File: config.mk
export PLATFORM = sky130hd
export DESIGN_NAME = uart_top
export DESIGN_NICKNAME = d
export VERILOG_FILES = /design/src/rtl/uart_top.sv
export SDC_FILE = /design/constraint.sdc
export NUM_CORES = 1
export LEC_CHECK = 0
export CORE_AREA = 2 2 110 112
export DETAILED_ROUTE_END_ITERATION = 10
export DIE_AREA = 0 0 112 114
export MAX_ROUTING_LAYER = met4
export PLACE_DENSITY_LB_ADDON = 0.3
export REMOVE_ABC_BUFFERS = 1
export SETUP_SLACK_MARGIN = 0.1
export SYNTH_ARGS = -nofsm -noshare
export SYNTH_HDL_FRONTEND = slang
export SYNTH_SLANG_ARGS = --single-unit
File: constraint.sdc
create_clock -name clk -period 2 [get_ports clk]
set_input_delay 0.3 -clock clk [delete_from_list [all_inputs] [get_ports clk]]
set_output_delay 0.3 -clock clk [all_outputs]
set_load 0.05 [all_outputs]
File: src/rtl/uart_top.sv
// uart_top: 8N1 UART with an independent transmitter and receiver.
// Ports:
//   clk      - system clock, rising edge
//   rst      - asynchronous active-low reset
//   start    - transmit request, accepted only while idle
//   data_in  - byte to send, captured when start is accepted
//   rx_in    - serial receive line (asynchronous, idle high)
//   data_out - last byte received with a valid stop bit
//   done     - one-cycle pulse when data_out is updated
//   tx_out   - serial transmit line (idle high)
//   busy     - transmitter is sending a frame
module uart_top #(
    parameter int CLK_PER_BIT = 5208
) (
    input  logic       clk,
    input  logic       rst,
    input  logic       start,
    input  logic [7:0] data_in,
    input  logic       rx_in,
    output logic [7:0] data_out,
    output logic       done,
    output logic       tx_out,
    output logic       busy
);

    localparam int CW = $clog2(CLK_PER_BIT);
    localparam logic [CW-1:0] LAST = CW'(CLK_PER_BIT - 1);
    localparam logic [CW-1:0] MID  = CW'(CLK_PER_BIT / 2 - 1);
    localparam logic [CW-1:0] ONE  = CW'(1);

    typedef enum logic [1:0] {IDLE, START, DATA, STOP} state_t;

    // ---------------- transmitter ----------------
    state_t          tx_state, tx_state_n;
    logic [CW-1:0]   tx_cnt, tx_cnt_n;
    logic [2:0]      tx_bit, tx_bit_n;
    logic [7:0]      tx_shreg, tx_shreg_n;
    logic            tx_out_n;

    assign busy = (tx_state != IDLE);

    always_ff @(posedge clk or negedge rst) begin
        if (!rst) begin
            tx_state <= IDLE;
            tx_cnt   <= '0;
            tx_bit   <= '0;
            tx_shreg <= '0;
            tx_out   <= 1'b1;
        end else begin
            tx_state <= tx_state_n;
            tx_cnt   <= tx_cnt_n;
            tx_bit   <= tx_bit_n;
            tx_shreg <= tx_shreg_n;
            tx_out   <= tx_out_n;
        end
    end

    // tx_out is registered; the next line level is chosen here so the
    // serial output never glitches on a state decode.
    always_comb begin
        tx_state_n = tx_state;
        tx_cnt_n   = tx_cnt;
        tx_bit_n   = tx_bit;
        tx_shreg_n = tx_shreg;
        tx_out_n   = tx_out;
        case (tx_state)
            IDLE: begin
                tx_cnt_n = '0;
                tx_bit_n = '0;
                tx_out_n = 1'b1;
                if (start) begin
                    tx_shreg_n = data_in;
                    tx_state_n = START;
                    tx_out_n   = 1'b0;
                end
            end
            START: begin
                if (tx_cnt == LAST) begin
                    tx_cnt_n   = '0;
                    tx_state_n = DATA;
                    tx_out_n   = tx_shreg[0];
                end else begin
                    tx_cnt_n = tx_cnt + ONE;
                end
            end
            DATA: begin
                if (tx_cnt == LAST) begin
                    tx_cnt_n = '0;
                    if (tx_bit == 3'd7) begin
                        tx_state_n = STOP;
                        tx_out_n   = 1'b1;
                    end else begin
                        tx_bit_n   = tx_bit + 3'd1;
                        tx_shreg_n = {1'b0, tx_shreg[7:1]};
                        tx_out_n   = tx_shreg[1];
                    end
                end else begin
                    tx_cnt_n = tx_cnt + ONE;
                end
            end
            STOP: begin
                if (tx_cnt == LAST) begin
                    tx_cnt_n   = '0;
                    tx_state_n = IDLE;
                end else begin
                    tx_cnt_n = tx_cnt + ONE;
                end
            end
            default: tx_state_n = IDLE;
        endcase
    end

    // ---------------- receiver ----------------
    logic            rx_s1, rx_s2;
    state_t          rx_state, rx_state_n;
    logic [CW-1:0]   rx_cnt, rx_cnt_n;
    logic [2:0]      rx_bit, rx_bit_n;
    logic [7:0]      rx_shreg, rx_shreg_n;
    logic            rx_ferr, rx_ferr_n;
    logic [7:0]      data_out_n;
    logic            done_n;

    always_ff @(posedge clk or negedge rst) begin
        if (!rst) begin
            rx_s1    <= 1'b1;
            rx_s2    <= 1'b1;
            rx_state <= IDLE;
            rx_cnt   <= '0;
            rx_bit   <= '0;
            rx_shreg <= '0;
            rx_ferr  <= 1'b0;
            data_out <= 8'h00;
            done     <= 1'b0;
        end else begin
            rx_s1    <= rx_in;
            rx_s2    <= rx_s1;
            rx_state <= rx_state_n;
            rx_cnt   <= rx_cnt_n;
            rx_bit   <= rx_bit_n;
            rx_shreg <= rx_shreg_n;
            rx_ferr  <= rx_ferr_n;
            data_out <= data_out_n;
            done     <= done_n;
        end
    end

    // After the half-bit start check the counter restarts, so every
    // later sample lands one full bit later, at the bit centre.
    // rx_ferr holds STOP after a bad stop bit until the line idles.
    always_comb begin
        rx_state_n = rx_state;
        rx_cnt_n   = rx_cnt;
        rx_bit_n   = rx_bit;
        rx_shreg_n = rx_shreg;
        rx_ferr_n  = rx_ferr;
        data_out_n = data_out;
        done_n     = 1'b0;
        case (rx_state)
            IDLE: begin
                rx_cnt_n  = '0;
                rx_bit_n  = '0;
                rx_ferr_n = 1'b0;
                if (!rx_s2) rx_state_n = START;
            end
            START: begin
                if (rx_cnt == MID) begin
                    rx_cnt_n   = '0;
                    rx_state_n = rx_s2 ? IDLE : DATA;
                end else begin
                    rx_cnt_n = rx_cnt + ONE;
                end
            end
            DATA: begin
                if (rx_cnt == LAST) begin
                    rx_cnt_n   = '0;
                    rx_shreg_n = {rx_s2, rx_shreg[7:1]};
                    if (rx_bit == 3'd7) rx_state_n = STOP;
                    else                rx_bit_n   = rx_bit + 3'd1;
                end else begin
                    rx_cnt_n = rx_cnt + ONE;
                end
            end
            STOP: begin
                if (rx_ferr) begin
                    if (rx_s2) begin
                        rx_ferr_n  = 1'b0;
                        rx_state_n = IDLE;
                    end
                end else if (rx_cnt == LAST) begin
                    rx_cnt_n = '0;
                    if (rx_s2) begin
                        data_out_n = rx_shreg;
                        done_n     = 1'b1;
                        rx_state_n = IDLE;
                    end else begin
                        rx_ferr_n = 1'b1;
                    end
                end else begin
                    rx_cnt_n = rx_cnt + ONE;
                end
            end
            default: rx_state_n = IDLE;
        endcase
    end

endmodule

Word level (Yosys, flattened, before mapping)
Index checks and enable logic that the tools add are counted.

Equality and inequality tests: 24. Bitwise logic cells: 1. Muxes and demuxes: 44. $add $sub $neg: 4. Reduce and logical (&&, ||, !) cells: 16.

Operators with widths (count): two-way mux 13 bit (4); case mux 13 bit (4 select lines) (1); adder 13 x 1 -> 13 bit (second input constant) (2); == test 13 bit (second input constant) (2); two-way mux 2 bit (13); case mux 13 bit (2 select lines) (1); two-way mux 8 bit (3); inequality test 2 bit (second input constant) (12); case mux 2 bit (4 select lines) (2); case mux 8 bit (2 select lines) (1); == test 13 x 12 -> 1 bit (second input constant) (1); two-way mux 3 bit (4); case mux 3 bit (2 select lines) (2); two-way mux 1 bit (11); AND reduction 5 bit (2); AND reduction 3 bit (3); == test 2 bit (second input constant) (4); AND reduction 4 bit (2); nonzero test 2 bit (4); adder 3 x 1 -> 3 bit (second input constant) (2); == test 3 bit (second input constant) (2); == test 2 x 1 -> 1 bit (second input constant) (2); logical NOT 2 bit (2); inequality test 3 bit (second input constant) (1); 6 further kinds (6).

Word-level logic and storage cells: 103. Input port bits: 12. Output and inout bits: 11. Register bits after elaboration: 65.

Longest topological paths before layout
Gate-level depths: netlist of run 1.

Depth after elaboration: 4. Gate-level depth with buffers: 7. Depth with buffers taken out: 6.

Least setup slack after synthesis of run 1
OpenSTA, ideal clock, no wires.

Path type: reg2reg. Start: register tx_bit[0]. End: register tx_shreg[0]. Cell stages (with the launch flop): 7. Data required time: 1875 ps. Arrival time: 1827 ps. Path buffers: 0. Setup time: 125 ps. Clock period less this slack: 1952 ps. Setup slack: 48 ps. Cell sequence: dfrtp_1 -> ha_1 -> ha_1 -> nor2b_1 -> nand4_4 -> a21oi_4 -> mux2_2.

Word-level cells in the longest chain between the ends: 3.

Ends and longest elaborated chain: start: declaration (RTL line 36) `logic [2:0] tx_bit, tx_bit_n;`; start signal: assignment (RTL line 52) `tx_bit <= tx_bit_n;`; == test 3 bit (RTL line 89) `if (tx_bit == 3'd7) begin`; inequality test 2 bit (no source line); AND reduction 4 bit (no source line); end signal: assignment (RTL line 53) `tx_shreg <= tx_shreg_n;`; end: declaration (RTL line 37) `logic [7:0] tx_shreg, tx_shreg_n;`.

Every way passes these cells. A chain may end at the register's enable or synchronous reset.

Worst setup path in the final report of run 1
Start: register tx_state[1]. End: register tx_state[1].

Word-level cells in the longest chain between the ends: 3. Elaborated cells on any way between the ends: 11. Classes of those cells: 8 x eq/ne; 1 x mux; 2 x reduce/logical.

Ends and longest elaborated chain: start: declaration (RTL line 34) `state_t tx_state, tx_state_n;`; start signal: assignment (RTL line 50) `tx_state <= tx_state_n;`; == test 2 bit (tied with other cells) (RTL line 66) `case (tx_state)`; inequality test 2 bit (no source line); AND reduction 5 bit (no source line).

Parallel ways exist; a longest one is shown, timed or not.

==> results.txt, run 1 <==
The run finished, with violations left. The final reports fail on hold timing. Setup violations remaining at the end of the flow were counted as 0. Summed over its instances, the top area cell type makes up 45.8% of the synthesized netlist area. The worst-case IR drop observed on VDD is 0.000551 V. The height of the die works out to 114 microns.

The logs give 2.09 ns for the arrival time of the worst setup path and 3 for the CTS H-tree depth. The per-instance average area after synthesis was 11.4 sq um. The longest clock path from root to sink contains 2 buffers. OpenSTA, run right after detailed placement, puts the worst setup slack at 0.0181 ns.

For this design the static power due to leakage is 0.00190 uW. Timing would allow up to 531 MHz. The tools report the amount of wire on met2 after detailed routing as 3130 microns.

In this run the worst setup path begins at tx_state[1]. Traced cell by cell, the critical path runs through inv_1 > ha_1 > or2_2 > or3_4 > o31ai_4 > mux2_4. In this run the cell area of the synthesized design comes to 3390 sq um. The most critical setup path has its endpoint at tx_state[1]. The die covers 12800 sq um.

The number of port buffers is 22, and the maximum clock skew at final layout is 0.00644 ns. Kind of start point of the critical path: a register. In this run the critical register-to-register path is captured at tx_state[1].

The slew at the pin with the worst max-slew slack is 0.497 ns, and the yosys synthesis warning count is 0. The highest cell delay on the worst timing path works out to 0.40 ns. TritonCTS created 9 clock buffers. For this configuration, the core starts out at a cell density of 28.9%. The tool flagged a number of max-cap violations equal to 0. Number of global-route vias before repair: 2402. For this run, design rule violations remaining after detail routing come to 0. The number of violations reported at the end of detailed-routing iteration 0 was 118. Setup repair after global routing could not meet its margin everywhere. The final cycle utilization of the critical path was 94.1%; the remaining antenna violation count was 0. The mean routed wirelength per cell was 13.0 microns.

Counting distinct cell types in the post-synthesis netlist gives 56. For the number of detailed-routing iterations run before antenna repair, the log shows 4. Signal routing reaches up to met4. Of the cells placed in the final design, the portion with a size suffix greater than 1 is 28.4%.

The biggest area contributor in the post-synthesis netlist is sky130_fd_sc_hd__dfrtp_1. The clock input transition at the sequential cells of the worst setup and hold paths is 0.06 ns. The sum of met3 wire segment lengths after detailed routing is 230 microns. Setup slack on the worst reg-to-reg path comes out at 0.12 ns. The logs give 371 for the number of nets in the finished design and 40 for the count of standard-cell rows. In the routed layout, each cell is associated on average with a via count of 4.81. In this run, synthesis inferred 0 flip-flops with an integrated enable.

Clock tree synthesis found a total of 65 sinks. The logs give 0.837 for the weighted congestion reported at the end of routability-driven placement and 3850 sq um for the total placed instance area. The die is 112 microns wide.

The summed area of non-filler cells in the final layout is 4280 sq um, and the half-perimeter wire length of the detailed placement result is 4290 microns. From synthesis to final layout, the design area changed by 26.3%. The total overflow left after global routing is 0. The number of antenna cells inserted was 0; the worst slack on hold paths was -0.0251 ns. TritonCTS built the clock tree. In this run the critical register-to-register path is launched from tx_state[1].

In the synthesized netlist, the number of instances is 297. Counting cells, the worst reg-to-reg path comes to 6. Largest fanout on the critical path: 3. By startpoint and endpoint, the worst setup path is classified as register to register. Entering global routing, the biggest net connects 66 pins. After detailed routing, the wire length on met1 is 2990 microns.

The post-placement cell count is 472, and the power per cell area is 679 nW/um^2. The logs give 6450 microns for the post-detailed-routing wire length and 23 for the boundary pin count. In the post-synthesis netlist, the biggest area contributors are sky130_fd_sc_hd__dfrtp_1 (46%), sky130_fd_sc_hd__mux2_2 (11%), sky130_fd_sc_hd__ha_1 (5.9%), sky130_fd_sc_hd__nor2_1 (2.4%), sky130_fd_sc_hd__dfstp_2 (2.3%). In the global route stage, overall resource usage came out at 11.0%.

The tools report the category of the worst setup path capture point as a register. Clock latency on the worst-skew pair, taken at its later pin, is 0.33 ns. The worst pin sits at a relative slew slack of 66.8%. The data required time of the critical path is 2.21 ns. The proportion of synthesized chip area in sequential cells came out at 48.1%. For the number of slew-limit violations in the final report, the log shows 0.

The number of antenna violations at the first check in global routing is 0, and the wire length of the first global-routing pass is 11100 microns. Adding up every negative setup slack in the final design gives 0 ns. Detailed routing inserted a total of 2379 vias. Counting flops with an async set or reset pin after synthesis yields a share of 100%.

The predominant post-synthesis flop cell was sky130_fd_sc_hd__dfrtp_1. The final critical-path required period came out at 1.88 ns. The tree is rooted in a sky130_fd_sc_hd__clkbuf_16.

The run gives 23 as the final hold violation count. Type of the worst min-delay path: input port to async pin. Among all stages on the critical path, the largest delay is contributed by sky130_fd_sc_hd__dfrtp_1. The setup slack after layout came out at 0.117 ns. Number of synthesized register bits: 65. Cells fill 36.5% of the core in the end.

The floorplan core area was 11700 sq um. The tools report the non-filler instance count after layout as 495.
## report_power, final
group	switching, uW	internal, uW	leakage, uW
registers	6.47	1330	0.000845
logic	33.0	35.9	0.000919
clock network	640	865	0.000135
total	680	2230	0.00190
## per-layer routing
metal	track usage, %	up-vias
li1	-	1165
met1	12.6	1166
met2	18.3	41
met3	3.13	7
met4	4.39	0
met5	-	-
## registers in the layout (all words and copies together), names as in the netlist, named ones only
register  count
rx_shreg      8
rx_ferr       1
rx_cnt       13
rx_s1         1
tx_bit        3
rx_state      1
tx_cnt       13
tx_shreg      8
tx_out        1
data_out      8
rx_s2         1
done          1
rx_bit        3
tx_state      2
## metrics by stage
stage	total power, uW	hold slack, ns
floorplan	1370	0.00441
global placement	1430	0.343
detailed placement	1430	0.348
CTS	2950	0.00422
global route	3030	0.0147
finish	2910	-0.0251
## synth_stat cells, drive strengths merged (6+ instances only)
library cell / n
dfrtp: 62
mux2: 35
nor2: 22
ha: 16
nand2: 16
nand3: 13
o21ai: 13
inv: 11
a21oi: 9
xor2: 9
nand4: 8
nor2b: 7
nand2b: 6
or3: 6
xnor2: 6
## repair_timing
action                                  4_1_cts  5_1_grt
endpoints found under the hold margin         0        0
resized for setup                             5       12
cloned                                        0        0
pin swaps                                     1        1
hold buffers                                  0        0
setup buffers                                 4        3
endpoints found under the setup margin       10       24
## cell families after synthesis
kind of cell               Yosys count  synth area share [%]
and+or+nand+nor                    107                  19.5
DFF                                 65                  48.1
AOI/OAI and AO/OA                   39                  8.05
muxes                               36                  11.9
buffers and inverters               19                  2.66
adders and majority gates           16                  5.91
xor gates and xnor gates            15                  3.88
## worst min path at each step
stage / endpoint / slack (ns)
6_report: tx_shreg[5] / -0.03
5_1_grt: tx_shreg[6] / 0.01
4_1_cts: tx_shreg[4] / 0.004
3_5_place_dp: tx_shreg[5] / 0.35
3_3_place_gp: tx_shreg[6] / 0.34
2_1_floorplan: async pin / 0.004
## critical path, delay by kind of cell, from the launching register on
kind / cells / cell delay (ns)
AO/OA/AOI/OAI: 1 / 0.08
buffers and inverters: 1 / 0.10
AND/OR/NAND/NOR: 2 / 0.67
flip-flops: 1 / 0.40
adder cells (fa/ha/maj): 1 / 0.21
multiplexers: 1 / 0.32
## cell type report
| type | instances | area [sq um] |
|---|---|---|
| Clock inverter | 7 | 61.3 |
| Multi-Input combinational cell | 213 | 1740 |
| Tap cell | 147 | 184 |
| Sequential cell | 65 | 1630 |
| Clock buffer | 9 | 225 |
| Inverter | 11 | 41.3 |
| Fill cell | 1183 | 7430 |
| Timing Repair Buffer | 43 | 394 |
## placed cells by master (no fill, tap or decap), drive strengths merged, types with 2 or more instances in the layout
| cell type | synthesis | layout |
|---|---|---|
| nor2 | 22 | 22 |
| inv | 11 | 16 |
| nand3 | 13 | 13 |
| and4bb | 4 | 4 |
| nand2b | 6 | 6 |
| clkdlybuf4s50 | 0 | 19 |
| ha | 16 | 16 |
| or3 | 6 | 6 |
| a31oi | 3 | 3 |
| and2 | 3 | 3 |
| nor4b | 3 | 3 |
| xnor2 | 6 | 6 |
| mux2 | 35 | 35 |
| and3 | 4 | 4 |
| buf | 5 | 23 |
| and4b | 2 | 2 |
| xor2 | 9 | 9 |
| nand4 | 8 | 8 |
| a21oi | 9 | 9 |
| dfstp | 3 | 3 |
| dfrtp | 62 | 62 |
| o21ai | 13 | 13 |
| nand2 | 16 | 16 |
| nor3 | 5 | 5 |
| nor2b | 7 | 7 |
| and4 | 3 | 3 |
| clkinvlp | 0 | 2 |
| nor4 | 2 | 2 |
| a22o | 3 | 3 |
| clkbuf | 3 | 9 |
(Power assumes the default switching activity.)
==> inputs of run 2 (changes only) <==
clock period = 2.2 ns   (was 2 ns; I/O delays follow)
==> run 2 against run 1 <==
  * The flow now finishes without violations
  * Count of clock-buffer cells in the layout unchanged
  * Clock power down 4%
  * Critical endpoint unchanged
  * Sequential share of layout area up 1.7 points
  * Highest routed layer unchanged
  * Clock skew is 0.00050 ns higher
  * Critical path type unchanged
==> results.txt, run 2 (synthesis gave the netlist of run 1 again) <==
The family with the most delay on the worst path is simple AND/OR/NAND/NOR gates. The total number of vias is 2271, and the post-detailed-routing wire length is 6340 microns. The run gives 3780 sq um as the total placed instance area.

Row generation in the floorplan step produced 40 rows. 0 antenna diodes ended up in the layout. The detailed router finished its first iteration with 100 violations. Leaving out fill and tap cells, the most frequent cell in the layout is sky130_fd_sc_hd__dfrtp_1.

The worst path in the final design needs a cycle of 2.00 ns, including I/O delays and setup. After layout, the worst path uses 91.1% of the clock period. In this run, CTS created clock tree buffers numbering 9. CTS placed an instance of sky130_fd_sc_hd__clkbuf_16 at the clock tree root. The type of the worst min-delay path was input port to async pin. Of the cells placed in the final design, the portion with a size suffix greater than 1 is 22.7%. The tools report the number of nets in the finished design as 354. The analysis attributes to cell leakage a power of 0.00179 uW. The largest registers in the layout are rx_cnt x13, tx_cnt x13. The number of antenna violations at the first check in global routing is 0, and the wire length of the first global-routing pass is 10800 microns. Setup violations remaining at the end of the flow were counted as 0. The logs give 0 for the number of slew-limit violations in the final report and 2.41 ns for the data required time of the critical path. In this run the worst path has a maximum fanout of 6.

The maximum clock frequency is 499 MHz, and the number of buffers on the longest clock path is 2. The H-tree was split into 3 levels. Global routing finished with a remaining overflow of 0. The number of fill cells in the layout is 1175, and the number of detailed-routing iterations run before antenna repair is 4. Type of the setup path with the least slack: register to register.

The number of setup buffers added after CTS is 0. Entering global routing, the biggest net connects 66 pins. For the combined global-route utilization of all metal layers, the log shows 10.9%.

The mean routed wirelength per cell was 13.3 microns; the initial core utilization was 28.9%. Relative to the synthesized area, the layout overhead comes to 20.9%. Floorplan core area: 11700 sq um.

The largest individual stage delay along the critical path comes from the cell sky130_fd_sc_hd__dfrtp_1. The number of vias per cell after detailed routing was 4.75. After clock tree synthesis, the clock-pin slew on the worst setup and hold paths is 0.06 ns.

On the worst path, the slowest cell contributes a delay of 0.40 ns. The maximum ir drop on the vdd rail is 0.000367 V, and the worst slack on hold paths is 0.00349 ns. The logs give 0 for the final hold violation count and 0 for the max-capacitance violation count.

The detail route stage leaves a number of antenna-violating nets equal to 0. The weighted congestion reported at the end of routability-driven placement was 0.859; the maximum clock skew at final layout was 0.00694 ns. The run gives 0.33 ns as the latest clock arrival within the worst-skew pair.

After routing, the total negative slack on setup checks comes to 0 ns. TritonCTS built the clock tree. Once layout is done, the placed cells without fillers occupy 4100 sq um. In the layout the commonest cells are sky130_fd_sc_hd__dfrtp_1 (62), sky130_fd_sc_hd__mux2_2 (34), sky130_fd_sc_hd__nor2_1 (22). The number of global-route vias before repair came out at 2227. The critical path goes through inv_1 > ha_2 > or2_2 > or3_1 > o31ai_4 > mux2_1. The die boundary width was 112 microns; the number of port buffers was 22. The flow ran to the end, and the final reports show no timing, DRC or antenna violations. The combined buffer and inverter count along the critical path was 1; the die area was 12800 sq um. Data on the critical path arrives at its endpoint at 2.21 ns.

The half-perimeter wire length of the detailed placement result is 4290 microns. 23 I/O pins were placed. The worst setup path is launched from a register.

The overall power came out at 2720 uW. The number of design rule violations left after detail routing came out at 0. The slew at the pin with the worst max-slew slack was 0.548 ns. The tools report the number of sinks handled by clock tree synthesis as 65. Setup repair after global routing could not meet its margin everywhere.

The height of the die works out to 114 microns. In this run the power density over the cells is 663 nW/um^2. STA classifies the critical path endpoint as a register.

For the worst relative slew slack, the log shows 63.3%.
## run 2: changes by cell type in the layout (fill, tap and decap cells not counted), moves of 2 or more
cell and delta:
sky130_fd_sc_hd__buf_4 -16, sky130_fd_sc_hd__mux2_4 -4, sky130_fd_sc_hd__mux2_2 +3, sky130_fd_sc_hd__clkinvlp_4 +2
sky130_fd_sc_hd__inv_6 -2
## run 2: cell type report
cell class	count	area [sq um]	area share, %
multi-input cells	213	1680	41.1
flip-flops and latches	65	1630	39.8
repair buffers	26	255	6.23
clock buffers	9	225	5.50
well taps	147	184	4.49
clock inverters	7	77.6	1.89
inverters	11	41.3	1.01
## run 2: what timing repair did
action	in CTS	in global routing
endpoints found under the setup margin	6	10
cloned	0	0
resized for setup	1	3
hold buffers	0	0
pin swaps	1	1
## run 2: through the flow
step           setup slack (ns)  instances  util (%)
2_1_floorplan            0.0453        289         -
3_3_place_gp              0.208        462      32.3
5_1_grt                  0.0780        478      35.0
6_report                  0.196        478      35.0
3_5_place_dp              0.122        462      32.3
4_1_cts                   0.139        478      34.9
## run 2: power by group
part           internal (uW)  total, uW  switching (uW)
registers               1210       1210            5.82
logic                   31.1       60.8            29.6
clock network            884       1440             559
## run 2: final timing paths
kind,start,endpoint,slack [ns],cells past startpoint
setup / recovery,tx_state[0],tx_state[1],0.20,6
hold / removal,rst,tx_shreg[5],0.003,2
setup reg to reg,tx_state[0],tx_state[1],0.20,6
hold reg to reg,rx_s1,rx_s2,0.36,0
max in group asynchronous,rst,rx_s2,1.87,2
min in group clk,rx_s1,rx_s2,0.36,0
## run 2: metal layers
metal / global-route usage [%] / part of all wire (%) / wire length (microns) / vias to the layer above
li1: - / - / - / 1127
met1: 13.0 / 46 / 2930 / 1109
met2: 16.9 / 48 / 3070 / 27
met3: 3.40 / 3.7 / 234 / 8
met4: 5.28 / 1.6 / 104 / 0
met5: - / 0 / 0 / -
